<file path="src/rtl/bm_arb_pkg.sv">
// Shared block-map constants and the read-arbiter FSM encoding.
// Imported by the arbiter, the bomberman movement logic and the enemy FSMs.
package bm_arb_pkg;

    localparam int BM_ADDR_W = 9;
    localparam int BM_DATA_W = 1;
    localparam int BM_N_REQ  = 4;

    typedef enum logic [1:0] {
        ST_ARB  = 2'd0,
        ST_ADDR = 2'd1,
        ST_DATA = 2'd2
    } arb_state_t;

    function automatic int idx_width(input int n);
        return (n > 1) ? $clog2(n) : 1;
    endfunction

endpackage

</file>
<file path="src/rtl/rr_priority_picker.sv">
// Round-robin picker: rotate req so rr_ptr is bit 0, keep the lowest set bit, rotate back.
// Purely combinational; no backpressure.
module rr_priority_picker
    import bm_arb_pkg::*;
#(
    parameter int N_REQ = BM_N_REQ,
    parameter int IDX_W = idx_width(N_REQ)
) (
    input  logic [N_REQ-1:0] req,
    input  logic [IDX_W-1:0] rr_ptr,
    output logic [N_REQ-1:0] win_oh,
    output logic [IDX_W-1:0] win_idx,
    output logic             win_any
);

    logic [N_REQ-1:0] rot;
    logic [N_REQ-1:0] rot_first;

    function automatic logic [IDX_W-1:0] wrap_idx(input int v);
        int r;
        r = (v >= N_REQ) ? v - N_REQ : v;
        return IDX_W'(r);
    endfunction

    always_comb begin
        rot     = '0;
        win_oh  = '0;
        win_idx = '0;
        for (int i = 0; i < N_REQ; i++) begin
            rot[i] = req[wrap_idx(i + int'(rr_ptr))];
        end
        rot_first = rot & (~rot + N_REQ'(1));
        for (int i = 0; i < N_REQ; i++) begin
            if (rot_first[i]) begin
                win_oh[wrap_idx(i + int'(rr_ptr))] = 1'b1;
                win_idx                            = wrap_idx(i + int'(rr_ptr));
            end
        end
    end

    assign win_any = |req;

endmodule

</file>
<file path="src/rtl/block_map_rd_arbiter.sv">
// Round-robin arbiter for the block-map read port (ARB_PLAYER_PRIORITY_EN: requester 0 always wins).
// Grant registered one cycle after req is seen; rd_valid pulses two cycles after; one access per 3 cycles.
module block_map_rd_arbiter
    import bm_arb_pkg::*;
#(
    parameter int N_REQ  = BM_N_REQ,
    parameter int ADDR_W = BM_ADDR_W,
    parameter int DATA_W = BM_DATA_W
) (
    input  logic                     clk,
    input  logic                     reset,
    input  logic [N_REQ-1:0]         req,
    input  logic [N_REQ*ADDR_W-1:0]  req_addr,
    output logic [N_REQ-1:0]         gnt,
    output logic [N_REQ-1:0]         rd_valid,
    output logic [DATA_W-1:0]        rd_data,
    output logic [ADDR_W-1:0]        bm_r_addr,
    input  logic [DATA_W-1:0]        bm_r_data
);

    localparam int               IDX_W    = idx_width(N_REQ);
    localparam logic [IDX_W-1:0] LAST_IDX = IDX_W'(N_REQ - 1);

    arb_state_t        state_q;
    arb_state_t        state_d;
    logic [IDX_W-1:0]  rr_ptr;
    logic [IDX_W-1:0]  rr_ptr_nxt;
    logic [IDX_W-1:0]  win_idx;
    logic [N_REQ-1:0]  pick_req;
    logic [N_REQ-1:0]  pick_oh;
    logic [IDX_W-1:0]  pick_idx;
    logic              pick_any;
    logic [N_REQ-1:0]  arb_oh;
    logic [IDX_W-1:0]  arb_idx;
    logic              arb_any;
    logic [DATA_W-1:0] rd_data_q;

`ifdef ARB_PLAYER_PRIORITY_EN
    assign pick_req = req & ~N_REQ'(1);
`else
    assign pick_req = req;
`endif

    rr_priority_picker #(
        .N_REQ (N_REQ),
        .IDX_W (IDX_W)
    ) u_picker (
        .req     (pick_req),
        .rr_ptr  (rr_ptr),
        .win_oh  (pick_oh),
        .win_idx (pick_idx),
        .win_any (pick_any)
    );

    always_comb begin
        arb_oh     = pick_oh;
        arb_idx    = pick_idx;
        arb_any    = pick_any;
`ifdef ARB_PLAYER_PRIORITY_EN
        if (req[0]) begin
            arb_oh  = N_REQ'(1);
            arb_idx = '0;
            arb_any = 1'b1;
        end
        // Pointer cycles through 1..N_REQ-1 only; a player win leaves it alone.
        if (win_idx == '0) begin
            rr_ptr_nxt = rr_ptr;
        end else if (win_idx == LAST_IDX) begin
            rr_ptr_nxt = IDX_W'(1);
        end else begin
            rr_ptr_nxt = win_idx + IDX_W'(1);
        end
`else
        rr_ptr_nxt = (win_idx == LAST_IDX) ? '0 : win_idx + IDX_W'(1);
`endif
    end

    always_ff @(posedge clk) begin
        if (reset) begin
            state_q <= ST_ARB;
        end else begin
            state_q <= state_d;
        end
    end

    always_comb begin
        state_d = state_q;
        case (state_q)
            ST_ARB:  if (arb_any) state_d = ST_ADDR;
            ST_ADDR: state_d = ST_DATA;
            ST_DATA: state_d = ST_ARB;
            default: state_d = ST_ARB;
        endcase
    end

    always_ff @(posedge clk) begin
        if (reset) begin
            gnt       <= '0;
            rd_valid  <= '0;
            rd_data_q <= '0;
            bm_r_addr <= '0;
            rr_ptr    <= '0;
            win_idx   <= '0;
        end else begin
            rd_valid <= '0;
            case (state_q)
                ST_ARB: begin
                    if (arb_any) begin
                        gnt       <= arb_oh;
                        win_idx   <= arb_idx;
                        bm_r_addr <= req_addr[int'(arb_idx)*ADDR_W +: ADDR_W];
                    end
                end
                ST_ADDR: rd_valid <= gnt;
                ST_DATA: begin
                    gnt       <= '0;
                    rd_data_q <= bm_r_data;
                    rr_ptr    <= rr_ptr_nxt;
                end
                default: gnt <= '0;
            endcase
        end
    end

    // RAM output register is already aligned to the DATA cycle; the local copy only holds it while idle.
    assign rd_data = (state_q == ST_DATA) ? bm_r_data : rd_data_q;

endmodule

</file>
<file path="config.mk">
export PLATFORM = sky130hd
export DESIGN_NAME = block_map_rd_arbiter
export DESIGN_NICKNAME = d
export VERILOG_FILES = /design/src/rtl/bm_arb_pkg.sv /design/src/rtl/rr_priority_picker.sv /design/src/rtl/block_map_rd_arbiter.sv
export SDC_FILE = /design/constraint.sdc
export NUM_CORES = 1
export LEC_CHECK = 0
export BUFFER_PORTS_ARGS = -buffer_cell sky130_fd_sc_hd__buf_2
export CORE_MARGIN = 3
export CORE_UTILIZATION = 52
export DETAILED_ROUTE_END_ITERATION = 7
export PLACE_DENSITY = 0.95
export SLEW_MARGIN = 15
export SYNTH_ARGS = -nofsm -noshare
export SYNTH_HDL_FRONTEND = slang
export SYNTH_HIERARCHICAL = 1
export SYNTH_SLANG_ARGS = --single-unit
export TNS_END_PERCENT = 30
</file>
<file path="constraint.sdc">
create_clock -name clk -period 6.7 [get_ports clk]
set_input_delay 1.005 -clock clk [delete_from_list [all_inputs] [get_ports clk]]
set_output_delay 1.005 -clock clk [all_outputs]
set_load 0.01 [all_outputs]
</file>
**After elaboration in Yosys (flattened, before gate mapping)**

Cells that the tools add are included.

- $add $sub $neg: 9
- Order comparisons: 12
- Equality and inequality tests: 4
- Shift-type cells: 1
- Reduce and logical (&&, ||, !) cells: 9
- Bitwise logic cells: 6
- Multipliers: 1
- Multiplexer cells: 34

Operators with widths:

| operator | number |
|---|---|
| $shiftx A36 B7 Y9 | 1 |
| $mux W2 | 10 |
| $mux W4 | 5 |
| $lt A2 B3 Y1 const B | 4 |
| $or A4 B4 Y4 | 3 |
| $ge A3 B3 Y1 const B | 3 |
| $mux W1 | 9 |
| $bmux W1 S2 | 4 |
| $demux W1 S2 | 4 |
| $ge A2 B1 Y1 const B | 4 |
| $pmux W4 S2 | 1 |
| $sub A2 B1 Y2 const B | 4 |
| $add A2 B2 Y3 const A | 2 |
| $mul A2 B4 Y6 const B | 1 |
| $add A4 B1 Y4 const B | 1 |
| $and A4 B4 Y4 | 1 |
| $eq A2 B2 Y1 const B | 2 |
| $logic_and A1 B1 Y1 | 4 |
| $not A4 Y4 | 1 |
| $pmux W2 S2 | 1 |
| $reduce_and A2 Y1 | 2 |
| $reduce_or A4 Y1 | 1 |
| $add A1 B2 Y3 const A | 1 |
| $ge A2 B3 Y1 const B | 1 |
| other kinds (6) | 6 |

- Input port bits: 43
- Register bits after elaboration: 24

**Depth between registers and ports, before layout**

Gate-level depths: netlist of run 1.

- Depth in word-level cells: 17
- Mapped depth: 10

**Cells and area by module**

Netlist of run 1, hierarchy kept.

By module, submodules not included:

| module | cells an instance | sequential area each (µm²) | times used | area an instance (µm²) |
|---|---|---|---|---|
| block_map_rd_arbiter | 78 | 480.5 | 1 | 1,048.5 |
| rr_priority_picker | 63 | 0.0 | 1 | 501.7 |

**Least setup slack after synthesis of run 1**

OpenSTA, ideal clock, no wires.

- Path type: input -> register
- Start: input port req[0]
- End: register bm_r_addr[0]
- Data required time: 6.583 ns
- Arrival time: 3.091 ns
- Setup slack: 3.492 ns
- Cell stages on the path: 8
- Path through: buf_4 mux4_2 or2b_2 nand2_1 a2bb2oi_1 buf_6 mux4_1 a22o_1

- Word-level cells in the longest chain between the ends: 11
- Elaborated cells between the ends (all ways): 19
- Classes of those cells: 1 x add/sub; 1 x mul; 1 x shift; 12 x mux; 2 x bitwise; 2 x reduce/logical

RTL lines:

| element | RTL line | RTL |
|---|---|---|
| from (decl) | block_map_rd_arbiter.sv:12 | `input logic [N_REQ-1:0] req,` |
| $bmux W1 S2 | rr_priority_picker.sv:30 | `rot[i] = req[wrap_idx(i + int'(rr_ptr))];` |
| $mux W1 (implied by the code) | rr_priority_picker.sv:30 |  |
| $not A4 Y4 | rr_priority_picker.sv:32 | `rot_first = rot & (~rot + N_REQ'(1));` |
| $add A4 B1 Y4 | rr_priority_picker.sv:32 |  |
| $and A4 B4 Y4 * | rr_priority_picker.sv:32 |  |
| $mux W2 (3 in a row) | rr_priority_picker.sv:34 | `if (rot_first[i]) begin` |
| $mux W2 * | rr_priority_picker.sv:34 |  |
| via arb_idx[0] | block_map_rd_arbiter.sv:34 | `logic [IDX_W-1:0] arb_idx;` |
| $mul A2 B4 Y6 * | block_map_rd_arbiter.sv:111 | `bm_r_addr <= req_addr[int'(arb_idx)*ADDR_W +: ADDR_W];` |
| $shiftx A36 B7 Y9 * | block_map_rd_arbiter.sv:111 |  |
| to (signal assigned) | block_map_rd_arbiter.sv:111 |  |
| to (decl) | block_map_rd_arbiter.sv:17 | `output logic [ADDR_W-1:0] bm_r_addr,` |

The timed path passes the listed nets; every way through them passes the cells marked *. The select of a mux whose other input is x is not followed.
A chain may end at the register's enable or synchronous reset.

**Worst setup path in the final report of run 1**

- Start: register rr_ptr[0]
- End: register bm_r_addr[5]

- Word-level cells in the longest chain between the ends: 13
- Elaborated cells between the ends (all ways): 32
- Classes of those cells: 8 x add/sub; 1 x mul; 4 x order compare; 1 x shift; 16 x mux; 2 x bitwise

RTL lines:

| element | RTL line | RTL |
|---|---|---|
| from (decl) | block_map_rd_arbiter.sv:26 | `logic [IDX_W-1:0] rr_ptr;` |
| from (signal assigned) | block_map_rd_arbiter.sv:118 | `rr_ptr <= rr_ptr_nxt;` |
| $add A1 B2 Y3 (tied with other cells) | rr_priority_picker.sv:30, rr_priority_picker.sv:36 |  |
| $ge A3 B3 Y1 (tied with other cells) | rr_priority_picker.sv:21 | `r = (v >= N_REQ) ? v - N_REQ : v;` |
| $mux W2 / $bmux W1 S2 (equally long branches) | rr_priority_picker.sv:21, rr_priority_picker.sv:30 |  |
| $bmux W1 S2 / $mux W1 (equally long branches) | rr_priority_picker.sv:30 |  |
| $mux W1 (implied by the code) / $not A4 Y4 (equally long branches) | rr_priority_picker.sv:30, rr_priority_picker.sv:32 |  |
| $not A4 Y4 / $add A4 B1 Y4 (equally long branches) | rr_priority_picker.sv:32 |  |
| $add A4 B1 Y4 / $and A4 B4 Y4 (equally long branches) | rr_priority_picker.sv:32 |  |
| $and A4 B4 Y4 / $mux W2 (equally long branches) | rr_priority_picker.sv:32, rr_priority_picker.sv:34 |  |
| $mux W2 (2 in a row) | rr_priority_picker.sv:34 |  |
| $mux W2 * | rr_priority_picker.sv:34 |  |
| via arb_idx[0] | block_map_rd_arbiter.sv:34 |  |
| $mul A2 B4 Y6 * | block_map_rd_arbiter.sv:111 |  |
| $shiftx A36 B7 Y9 * | block_map_rd_arbiter.sv:111 |  |

Marked as above.

==> summary.txt, run 1 <==
Logic synthesis
  • Top cell type by total area after synthesis: dfxtp_1
  • Asr flop ratio synth: 0%
  • Seq cells post-synth: 24
  • Synth Instances: 141
  • Mapped cell area: 1550 um^2
  • Library cells used by synthesis: 40
  • Area contributors post-synth: dfxtp_1 (31%), mux4_1 (15%), a22o_1 (6.2%)
  • Sequential area share after synthesis: 30.99%
  • YS warnings: 6
  • Post-synth top area share: a little under a third
  • Top-count cell post-synth: dfxtp_1
  • Post-Syn Nets: 190
  • Syn avg cell area: about 11 um^2
  • Commonest cells in the netlist: dfxtp_1 (24), a22o_1 (11), mux2i_1 (9), mux4_1 (9), nand2_1 (9)
  • Post-synth EDFFs: 0
  • Ys flop type: dfxtp_1

Power
  • Cell Pwr Density: a little under 200 nW/um^2
  • Leakage: 0.8941 nW
  • Maximum VDD drop: 0.08750 mV
  • Final Power: 0.3562 mW

STA
  • RSZ-0062 raised after global routing: no
  • Final min period: 3.645 ns
  • Slew @ Worst Pin: 0.8534 ns
  • Clk_skew: 0.01328 ns
  • Final Cycle Share: between 50% and 60%
  • Hold Vio Cnt, Final: 0
  • Max Slew Vio Count: 0
  • Setup TNS: 0 ns
  • WHS: 0.4992 ns
  • Fmax: 274.4 MHz
  • # setup viols final: 0
  • Slew headroom: 43.10%

Clock tree
  • Clock root buffer: clkbuf_4
  • CTS tree: done
  • Max Buffers Root-to-Sink: 2
  • Total CTS buffers: 3
  • Worst-path clk slew: 0.13 ns
  • Hold_buf cts: 0
  • CTS sink cnt: 24
  • Later-pin clock latency in the skew report: around 0.32 ns
  • Htree depth: 1
  • Buffer count from post-CTS setup fixing: 0
  • Post-cts resize count: 0

Drt
  • 1st-pass router iterations: 4
  • Routed len/inst: 15.72 um
  • Antenna Nets Post-Route: 0
  • DRC Markers: 0
  • DRT Wirelength: 3536 um
  • Routed vias/inst: roughly 5.9
  • Vias: around 1.3k
  • Drt initial violations: 44

Worst setup path
  • Critical Path End Type: flop
  • Worst-path maximum fanout: 18
  • Startpoint types: flop
  • Critical path type: flop to flop
  • Worst Path Required: 6.93 ns
  • CP arrival: 3.87 ns
  • CP max stage delay: approximately 0.77 ns
  • Crit path cell chain: inv_1, ha_1, nor3_1, nand4b_1, nand3_1, a2bb2oi_2, mux4_1, a22o_1
  • Slowest cell on crit path: dfxtp_1

Cells and area
  • Final instance area: 1847 um^2
  • Non-Filler Instances: approximately 230
  • Number of antenna diodes: 0
  • P&R area growth vs syn: 19.13%
  • Layout cells sized above 1: 41.75%
  • NumNets Final: 244

Floorplanning
  • Area of the die: between 3000 and 4000 um^2
  • Core box area: 2805 um^2
  • Die Ht: 60.60 um
  • Die Width: about 61 um
  • Starting density of the core: 55.26%
  • Ports: 61
  • FP Rows: 19

GRT
  • Initial antenna violation count: 0
  • GRT Total Usage: between 10% and 20%
  • Pin count of the biggest net entering global routing: 19
  • Grt total ovfl: 0
  • Global-route wire length before repair: 5209 um
  • Vias in the first global route: 1148

Place
  • DP Area: between 1500 and 2000 um^2
  • GP Congestion: 0.8410
  • Inst Count DP: 221
  • Port bufs: 60
  • DP HPWL: about 2700 um

Status
  • Status: finished, final reports clean

Run
  • Max Cap Viol: 0

Min path
  • Min-Delay Path Class: flop to flop
==> flip-flops by register name, indices dropped and copies added (netlist names) <==
register   count
bm_r_addr      9
gnt            4
rd_valid       4
rr_ptr         2
state_q        2
win_idx        2
rd_data_q      1
==> logic make-up after synthesis <==
kind of cell    synth area share (%)
simple gates                   17.68
fa+ha+maj                      4.842
mux                            26.15
buf+inv                        5.971
compound gates                 14.37
flops                          30.99
==> cells in the final DEF, fill, tap and decap left out, types with 2 or more instances in the layout <==
cell      synthesis  layout
mux2i_1           9       9
clkbuf_4          0       3
ha_1              6       6
nand3_1           2       2
o21ai_0           8       8
mux4_1            9       9
a21oi_1           2       2
and2_1            2       2
nor3_1            5       5
and3_1            4       4
nor2b_1           3       3
a22o_1           11      11
dfxtp_1          24      24
nor2_1            8       8
nand2b_1          3       3
mux4_2            3       3
a221o_2           4       4
buf_2             2      60
nand2_1           9       9
inv_1             2       2
nor3b_1           2       2
==> routing by layer <==
| layer | GRT usage (%) | wire (um) | up-vias |
|---|---|---|---|
| met4 | 5.573 | 56 | 0 |
| met3 | 2.553 | 192 | 6 |
| met2 | 32.98 | 1877 | 47 |
| met5 | 0 | 0 | - |
| li1 | - | - | 649 |
| met1 | 23.19 | 1410 | 632 |
==> metrics by stage <==
step / utilization (%) / worst slack, ns
6_report: 65.83 / 3.055
5_1_grt: 65.83 / 2.759
3_5_place_dp: 64.32 / 2.627
3_3_place_gp: 64.32 / 2.716
2_1_floorplan: - / 3.492
4_1_cts: 65.61 / 2.653
==> where the power goes <==
group	internal (mW)	total, mW	switching (mW)
Clock	0.0333	0.0756	0.0423
Sequential	0.156	0.168	0.0118
Combinational	0.0608	0.113	0.0520
Total	0.250	0.356	0.106
==> cell type report <==
cell class | instances | area [um^2]
Multi-Input combinational cell | 104 | 983.4
Sequential cell | 24 | 480.5
Inverter | 2 | 7.507
Clock buffer | 4 | 36.28
Timing Repair Buffer | 60 | 300.3
Tap cell | 31 | 38.79
Fill cell | 224 | 958.4
==> path summary, 6_finish.rpt <==
check                     from      endpoint  slack (ns)  depth (start not counted)
setup / recovery     rr_ptr[0]  bm_r_addr[5]        3.06                          8
hold / removal    bm_r_addr[0]  bm_r_addr[0]        0.50                          1
setup reg to reg     rr_ptr[0]  bm_r_addr[5]        3.06                          8
hold reg to reg   bm_r_addr[0]  bm_r_addr[0]        0.50                          1
==> worst max-delay path: cells and delay by family (launching register included) <==
family / cells / cell delay [ns]
compound gates: 2 / 0.77
fa+ha+maj: 1 / 0.41
buf+inv: 1 / 0.19
flops: 1 / 0.77
mux: 1 / 0.67
simple gates: 3 / 0.73
No activity file was read; power rests on OpenSTA's default activity.
==> inputs of run 2 (changes only) <==
--- a/config.mk
+++ b/config.mk
@@ -5,11 +5,12 @@
 export SDC_FILE = /design/constraint.sdc
 export NUM_CORES = 1
 export LEC_CHECK = 0
+export ABC_AREA = 1
 export BUFFER_PORTS_ARGS = -buffer_cell sky130_fd_sc_hd__buf_2
 export CORE_MARGIN = 3
-export CORE_UTILIZATION = 52
+export CORE_UTILIZATION = 50
 export DETAILED_ROUTE_END_ITERATION = 7
-export PLACE_DENSITY = 0.95
+export PLACE_DENSITY = 0.9
 export SLEW_MARGIN = 15
 export SYNTH_ARGS = -nofsm -noshare
 export SYNTH_HDL_FRONTEND = slang
==> constraint.sdc (replaced) <==
create_clock -name clk -period 3.77 [get_ports clk]
set_input_delay 0.5655 -clock clk [delete_from_list [all_inputs] [get_ports clk]]
set_output_delay 0.5655 -clock clk [all_outputs]
set_load 0.01 [all_outputs]
==> run 2 against run 1 <==
Effect of this change: sequential share of layout area decreased by 3.0 points; final cell count increased by 63%; via count up 36%; register-to-register slack worse by 2.0 ns; synthesized cell count increased by 88%; sequential power is 83% higher; power increased by 110%; first-iteration DRC count grew 66%.
==> summary.txt, run 2 <==
Cells and area
  • Commonest non-fill, non-tap cell in the layout: nand2_1
  • P&R area growth vs syn: 18.93%
  • Number of antenna diodes: 0 (unchanged)
  • Filler cell count in the final layout: 310 (+38%)
  • Non-Filler Instances: 367 (+63%)
  • Most frequent cells in the layout: nand2_1 (76), buf_2 (60), inv_1 (36)
  • NumNets Final: 374 (+53%)
  • Largest register FFs: 9 (unchanged)
  • Layout cells sized above 1: 30.65% (-11 points)
  • Biggest registers after layout: bm_r_addr x9, gnt x4, rd_valid x4
  • Fin util: 65.04% (-0.79 points)
  • Top reg by flops: bm_r_addr
  • Final instance area: 2083 um^2 (+13%)

STA
  • Fmax: 365.5 MHz (+33%)
  • Worst Slack Setup Final: 1.034 ns (-2.021 ns)
  • Final Cycle Share: 72.56% (+18 points)
  • Max Slew Vio Count: 0 (unchanged)
  • # setup viols final: 0 (unchanged)
  • Final min period: 2.736 ns (-0.9092 ns)
  • Setup TNS: 0 ns (unchanged)
  • Slew @ Worst Pin: 0.4561 ns (-0.3973 ns)
  • Hold Vio Cnt, Final: 0 (unchanged)
  • RSZ-0062 raised after global routing: no
  • Clk_skew: 0.005945 ns (-0.007334 ns)
  • Slew headroom: 69.51% (+26 points)

Logic synthesis
  • Post-synth top area share: 27.43% (-3.6 points)
  • Asr flop ratio synth: 0% (unchanged)
  • Post-Syn Nets: 314 (+65%)
  • Top-count cell post-synth: nand2_1
  • Sequential area share after synthesis: 27.43% (-3.6 points)
  • Post-synth EDFFs: 0 (unchanged)
  • Syn avg cell area: 6.610 um^2 (-40%)
  • Mapped cell area: 1752 um^2 (+13%)
  • Commonest cells in the netlist: nand2_1 (76), inv_1 (36), nand3_1 (35), dfxtp_1 (24), a21oi_1 (17)
  • Synth Instances: 265 (+88%)
  • Library cells used by synthesis: 28 (-30%)
  • Area contributors post-synth: dfxtp_1 (27%), nand2_1 (16%), nand3_1 (10%)
  • Ys flop type: dfxtp_1
  • Top cell type by total area after synthesis: dfxtp_1
  • YS warnings: 6 (unchanged)
  • Seq cells post-synth: 24 (unchanged)

GRT
  • Initial antenna violation count: 0 (unchanged)
  • Vias in the first global route: 1671 (+46%)
  • Global-route wire length before repair: 6872 um (+32%)
  • GRT busiest layer: met2
  • Met2 Usage GRT: 34.01% (+1.0 points)
  • M1 GR Usage: 25.05% (+1.9 points)
  • Grt total ovfl: 0 (unchanged)
  • GRT Total Usage: 19.47% (+0.94 points)
  • Pin count of the biggest net entering global routing: 21 (+2)
  • M3 GR Usage: 3.248% (+0.69 points)

Worst setup path
  • CP arrival: 2.95 ns (-0.92 ns)
  • Worst Path Required: 3.98 ns (-2.95 ns)
  • Worst-path maximum fanout: 11 (-7)
  • Startpoint types: flop
  • Critical path type: flop to flop
  • Critical Path End Type: flop

Floorplanning
  • Ports: 61 (unchanged)
  • Area of the die: 4250 um^2 (+16%)
  • Core box area: 3203 um^2 (+14%)
  • Die Ht: 65.19 um (+7.6%)
  • Starting density of the core: 54.69% (-0.58 points)
  • FP Rows: 20 (+1)
  • Die Width: 65.19 um (+7.6%)

Place
  • DP Area: 2061 um^2 (+14%)
  • DP Worst Slack: 1.095 ns (-1.532 ns)
  • Port bufs: 60 (unchanged)
  • DP HPWL: 3271 um (+20%)
  • Inst Count DP: 364 (+65%)
  • GP Congestion: 0.8610 (+2.4%)

Drt
  • Vias: 1817 (+36%)
  • Antenna Nets Post-Route: 0 (unchanged)
  • DRT Wirelength: 3975 um (+12%)
  • Routed vias/inst: 4.951 (-16%)
  • DRC Markers: 0 (unchanged)
  • Routed len/inst: 10.83 um (-31%)
  • Drt initial violations: 73 (+66%)
  • 1st-pass router iterations: 4 (unchanged)

Clock tree
  • CTS tree: done
  • Hold_buf cts: 0 (unchanged)
  • Htree depth: 1 (unchanged)
  • Worst-path clk slew: 0.12 ns (about the same)
  • Buffer count from post-CTS setup fixing: 0 (unchanged)
  • Later-pin clock latency in the skew report: 0.30 ns (-0.02 ns)
  • Clock root buffer: clkbuf_4
  • Total CTS buffers: 3 (unchanged)
  • CTS sink cnt: 24 (unchanged)
  • Max Buffers Root-to-Sink: 2 (unchanged)
  • Post-cts resize count: 0 (unchanged)

Power
  • Maximum VDD drop: 0.2346 mV (+170%)
  • Cell Pwr Density: 364.7 nW/um^2 (+89%)
  • Leakage: 1.155 nW (+29%)

Status
  • Status: finished, final reports clean

Min path
  • Min-Delay Path Class: flop to flop

Run
  • Max Cap Viol: 0 (unchanged)
## run 2: cell types whose count changed after synthesis, moves of 6 or more
cell / before / now
mux4_1: 9 / 0
inv_1: 2 / 36
a22o_1: 11 / 0
nand2_1: 9 / 76
nand2_2: 0 / 6
nand3_1: 2 / 35
nand4_1: 0 / 6
mux2i_1: 9 / 0
a21oi_1: 2 / 17
inv_2: 0 / 7
## run 2: final cells by class
| type | count | area, um^2 | area share [%] |
|---|---|---|---|
| Multi-Input combinational cell | 191 | 1050 | 50.39 |
| Clock buffer | 3 | 22.52 | 1.081 |
| Timing Repair Buffer | 61 | 307.8 | 14.77 |
| Tap cell | 44 | 55.05 | 2.643 |
| Sequential cell | 24 | 480.5 | 23.06 |
| Inverter | 44 | 167.7 | 8.048 |
## run 2: per-stage QoR
step                power [mW]  hold slack, ns
floorplan               0.5766          0.4651
global placement        0.6485          0.4325
detailed placement      0.6563          0.4381
CTS                     0.7611          0.4553
global route            0.8265          0.4722
finish                  0.7597          0.4527
## run 2: report_power, final
part | internal, mW | switching [mW] | leakage, nW
combinational | 0.127 | 0.218 | 0.944
sequential | 0.285 | 0.0225 | 0.197
clock | 0.0372 | 0.0702 | 0.0138
## run 2: worst paths after layout
path	start	to	slack [ns]	cells after the start
hold reg to reg	gnt[2]	rd_valid[2]	0.45	2
setup reg to reg	rr_ptr[0]	bm_r_addr[3]	1.03	14
setup / recovery	rr_ptr[0]	bm_r_addr[3]	1.03	14
hold / removal	gnt[2]	rd_valid[2]	0.45	2
## run 2: critical path: stages, from the launching register on
cell     delay [ns]
dfxtp_1        0.60
inv_4          0.13
ha_1           0.37
inv_1          0.17
nand3_2        0.12
nand2_4        0.13
nand2_4        0.08
nor2_8         0.11
nand2_1        0.06
nand3_1        0.33
inv_2          0.17
a21oi_1        0.15
nand3_1        0.08
nand2_1        0.09
nor2_1         0.04
## run 2: layer usage
metal,vias up,part of all wire [%]
met1,789,44
met4,0,0.25
li1,950,-
met2,76,48
met3,2,7.7
met5,-,0
## run 2: cell families after synthesis
logic type / share of synthesized area (%)
compound gates: 9.786
fa+ha+maj: 4.286
buf+inv: 12.64
flops: 27.43
simple gates: 45.86
==> inputs of run 3 (changes only) <==
--- a/config.mk
+++ b/config.mk
@@ -5,12 +5,12 @@
 export SDC_FILE = /design/constraint.sdc
 export NUM_CORES = 1
 export LEC_CHECK = 0
-export ABC_AREA = 1
+export ABC_AREA = 0
 export BUFFER_PORTS_ARGS = -buffer_cell sky130_fd_sc_hd__buf_2
 export CORE_MARGIN = 3
-export CORE_UTILIZATION = 50
+export CORE_UTILIZATION = 48
 export DETAILED_ROUTE_END_ITERATION = 7
-export PLACE_DENSITY = 0.9
+export PLACE_DENSITY = 0.89
 export SLEW_MARGIN = 15
 export SYNTH_ARGS = -nofsm -noshare
 export SYNTH_HDL_FRONTEND = slang
==> constraint.sdc (replaced) <==
create_clock -name clk -period 2.8 [get_ports clk]
set_input_delay 0.42 -clock clk [delete_from_list [all_inputs] [get_ports clk]]
set_output_delay 0.42 -clock clk [all_outputs]
set_load 0.01 [all_outputs]
==> run 3 against run 2 <==
Effect of this change: setup slack lost 0.89 ns; critical path depth shrank 6; design area shrank 5.9%; sequential cell count is the same; global-route usage shrank 1.6 points; largest power group is now registers; sequential share of layout area grew 1.5 points.
==> summary.txt, run 3 (synthesized netlist as in run 1, its figures left out) <==
Place
  • GP Congestion: 0.7894 (-8.3%)
  • DP HPWL: 2813 um (-14%)
  • Inst Count DP: 238 (-35%)
  • Port bufs: 60 (unchanged)

Cells and area
  • Biggest registers after layout: bm_r_addr x9, gnt x4, rd_valid x4
  • Top reg by flops: bm_r_addr
  • Largest register FFs: 9 (unchanged)
  • Filler cell count in the final layout: 229 (-26%)
  • P&R area growth vs syn: 26.47%
  • Most frequent cells in the layout: buf_2 (60), dfxtp_1 (23), a22o_1 (11)
  • Non-Filler Instances: 245 (-33%)
  • Commonest non-fill, non-tap cell in the layout: buf_2
  • Layout cells sized above 1: 46.31% (+16 points)
  • NumNets Final: 253 (-32%)
  • Number of antenna diodes: 0 (unchanged)

Clock tree
  • Hold_buf cts: 0 (unchanged)
  • Htree depth: 1 (unchanged)
  • Clock root buffer: clkbuf_4
  • CTS sink cnt: 24 (unchanged)
  • Later-pin clock latency in the skew report: 0.31 ns (about the same)
  • Total CTS buffers: 3 (unchanged)
  • CTS tree: done
  • Worst-path clk slew: 0.14 ns (+0.02 ns)
  • Max Buffers Root-to-Sink: 2 (unchanged)

Drt
  • Antenna Nets Post-Route: 0 (unchanged)
  • DRT Wirelength: 3711 um (-6.6%)
  • 1st-pass router iterations: 4 (unchanged)
  • Drt initial violations: 125 (+71%)
  • Vias: 1363 (-25%)
  • Routed vias/inst: 5.563 (+12%)
  • Routed len/inst: 15.15 um (+40%)
  • DRC Markers: 0 (unchanged)

Worst setup path
  • Critical path type: flop to flop
  • Reg2reg start: rr_ptr[0]
  • Critical path's top delay family: multiplexers
  • Worst Path Required: 3.02 ns (-0.96 ns)
  • Crit path cell chain: buf_6, mux4_2, or2b_2, nand2_1, a2bb2oi_2, buf_4, mux4_1, a22o_1
  • CP arrival: 2.88 ns (-0.07 ns)
  • CP endpoint: bm_r_addr[6]
  • Flop2flop setup slack: 0.15 ns (-0.89 ns)
  • Worst-path maximum fanout: 17 (+6)
  • Worst r2r path cells: 8 (-6)
  • Startpoint types: flop
  • Buf/Inv on CP: 2 (-1)
  • Critical Path End Type: flop
  • R2R Path End: bm_r_addr[6]
  • WP depth: 8 (-6)
  • Critical path startpoint: rr_ptr[0]
  • Slowest cell on crit path: mux4_1
  • CP max stage delay: 0.56 ns (-0.04 ns)

Power
  • Share of power burned in registers: 42.1% (+1.7 points)
  • Switch share: 27.35% (-14 points)
  • P_int: 0.6814 mW (+52%)
  • Comb pwr share: 31.9% (-13 points)
  • Final Power: 0.9380 mW (+23%)
  • Maximum VDD drop: 0.2638 mV (+12%)
  • Switching power total: 0.2565 mW (-17%)
  • Cell Pwr Density: 478.4 nW/um^2 (+31%)
  • Clock Power Share: 26.0% (+12 points)
  • Leakage: 0.9482 nW (-18%)

Status
  • Status: finished, final reports clean

Floorplanning
  • Core box area: 2924 um^2 (-8.7%)
  • Starting density of the core: 53.02% (-1.7 points)
  • FP Rows: 19 (-5.0%)
  • Area of the die: 3948 um^2 (-7.1%)
  • Die Width: 62.83 um (-3.6%)
  • Ports: 61 (unchanged)
  • Die Ht: 62.83 um (-3.6%)

STA
  • Slew @ Worst Pin: 0.5457 ns (+0.08954 ns)
  • Hold Vio Cnt, Final: 0 (unchanged)
  • Setup TNS: 0 ns (unchanged)
  • RSZ-0062 raised after global routing: no
  • Final min period: 2.654 ns (-0.08205 ns)
  • Final Cycle Share: 94.77% (+22 points)
  • # setup viols final: 0 (unchanged)
  • Max Slew Vio Count: 0 (unchanged)
  • Clk_skew: 0.01621 ns (+0.01026 ns)
  • Slew headroom: 63.62% (-5.9 points)
  • Fmax: 376.9 MHz (+3.1%)

GRT
  • Grt total ovfl: 0 (unchanged)
  • GRT Total Usage: 17.85% (-1.6 points)
  • Initial antenna violation count: 0 (unchanged)
  • Pin count of the biggest net entering global routing: 18 (-14%)
  • Global-route wire length before repair: 5713 um (-17%)
  • Vias in the first global route: 1213 (-27%)

Min path
  • WHS Path Cells: 2 (unchanged)
  • Worst Min Path Start: reset
  • Min-Delay Path Class: input port to flop

Run
  • Max Cap Viol: 0 (unchanged)
run 3: layout make-up:
cell class | instances | area [um^2] | share of cell area (%)
clock buffer | 3 | 22.52 | 1.149
clock inverter | 1 | 30.03 | 1.532
inverter | 2 | 7.507 | 0.3829
multi-input combinational | 104 | 994.7 | 50.73
sequential | 24 | 481.7 | 24.57
tap | 42 | 52.55 | 2.680
timing repair buffer | 69 | 371.6 | 18.95
run 3: worst reg2reg max path, cell delays in order, from the launching register on:
cell and delay [ns]:
dfxtp_2 0.36, buf_6 0.18, mux4_2 0.53, or2b_2 0.30
nand2_1 0.08, a2bb2oi_2 0.17, buf_4 0.19, mux4_1 0.56
a22o_1 0.20
run 3: timing repair:
| action | CTS | global route |
|---|---|---|
| resized for setup | 1 | 7 |
| endpoints found under the setup margin | 1 | 9 |
| cloned | 0 | 1 |
| setup buffers | 0 | 2 |
run 3: power groups by stage:
stage	registers, mW	clock network, mW	logic [mW]
finish	0.395	0.244	0.299
global placement	0.400	0	0.273
detailed placement	0.401	0	0.282
CTS	0.394	0.248	0.283
floorplan	0.412	0	0.191
global route	0.399	0.265	0.325
run 3: per-stage QoR:
| stage | instance area [um^2] | worst slack (ns) | hold slack, ns | util (%) |
|---|---|---|---|---|
| after floorplan | 1554 | 0.001755 | 0.4646 | - |
| after global placement | 1864 | 0.1004 | 0.4556 | 63.76 |
| after global routing | 1961 | 0.007812 | 0.4116 | 67.05 |
| final | 1961 | 0.1464 | 0.4108 | 67.05 |
| after detailed placement | 1864 | 0.005404 | 0.4558 | 63.76 |
| after CTS | 1921 | 0.06910 | 0.4061 | 65.68 |
run 3: routing by layer:
metal  wire (um)  global-route usage, %  up-vias
met4          27                  4.132        0
met5           0                      0        -
met2        1910                  32.76       48
met1        1604                  22.12      644
li1            -                      -      669
met3         169                  2.158        2
run 3: worst min-delay path by stage:
stage                               to  slack, ns
after floorplan             win_idx[1]       0.46
after CTS                    rd_data_q       0.41
final                        rd_data_q       0.41
after detailed placement  bm_r_addr[7]       0.46
after global routing        win_idx[0]       0.41
after global placement    bm_r_addr[7]       0.46
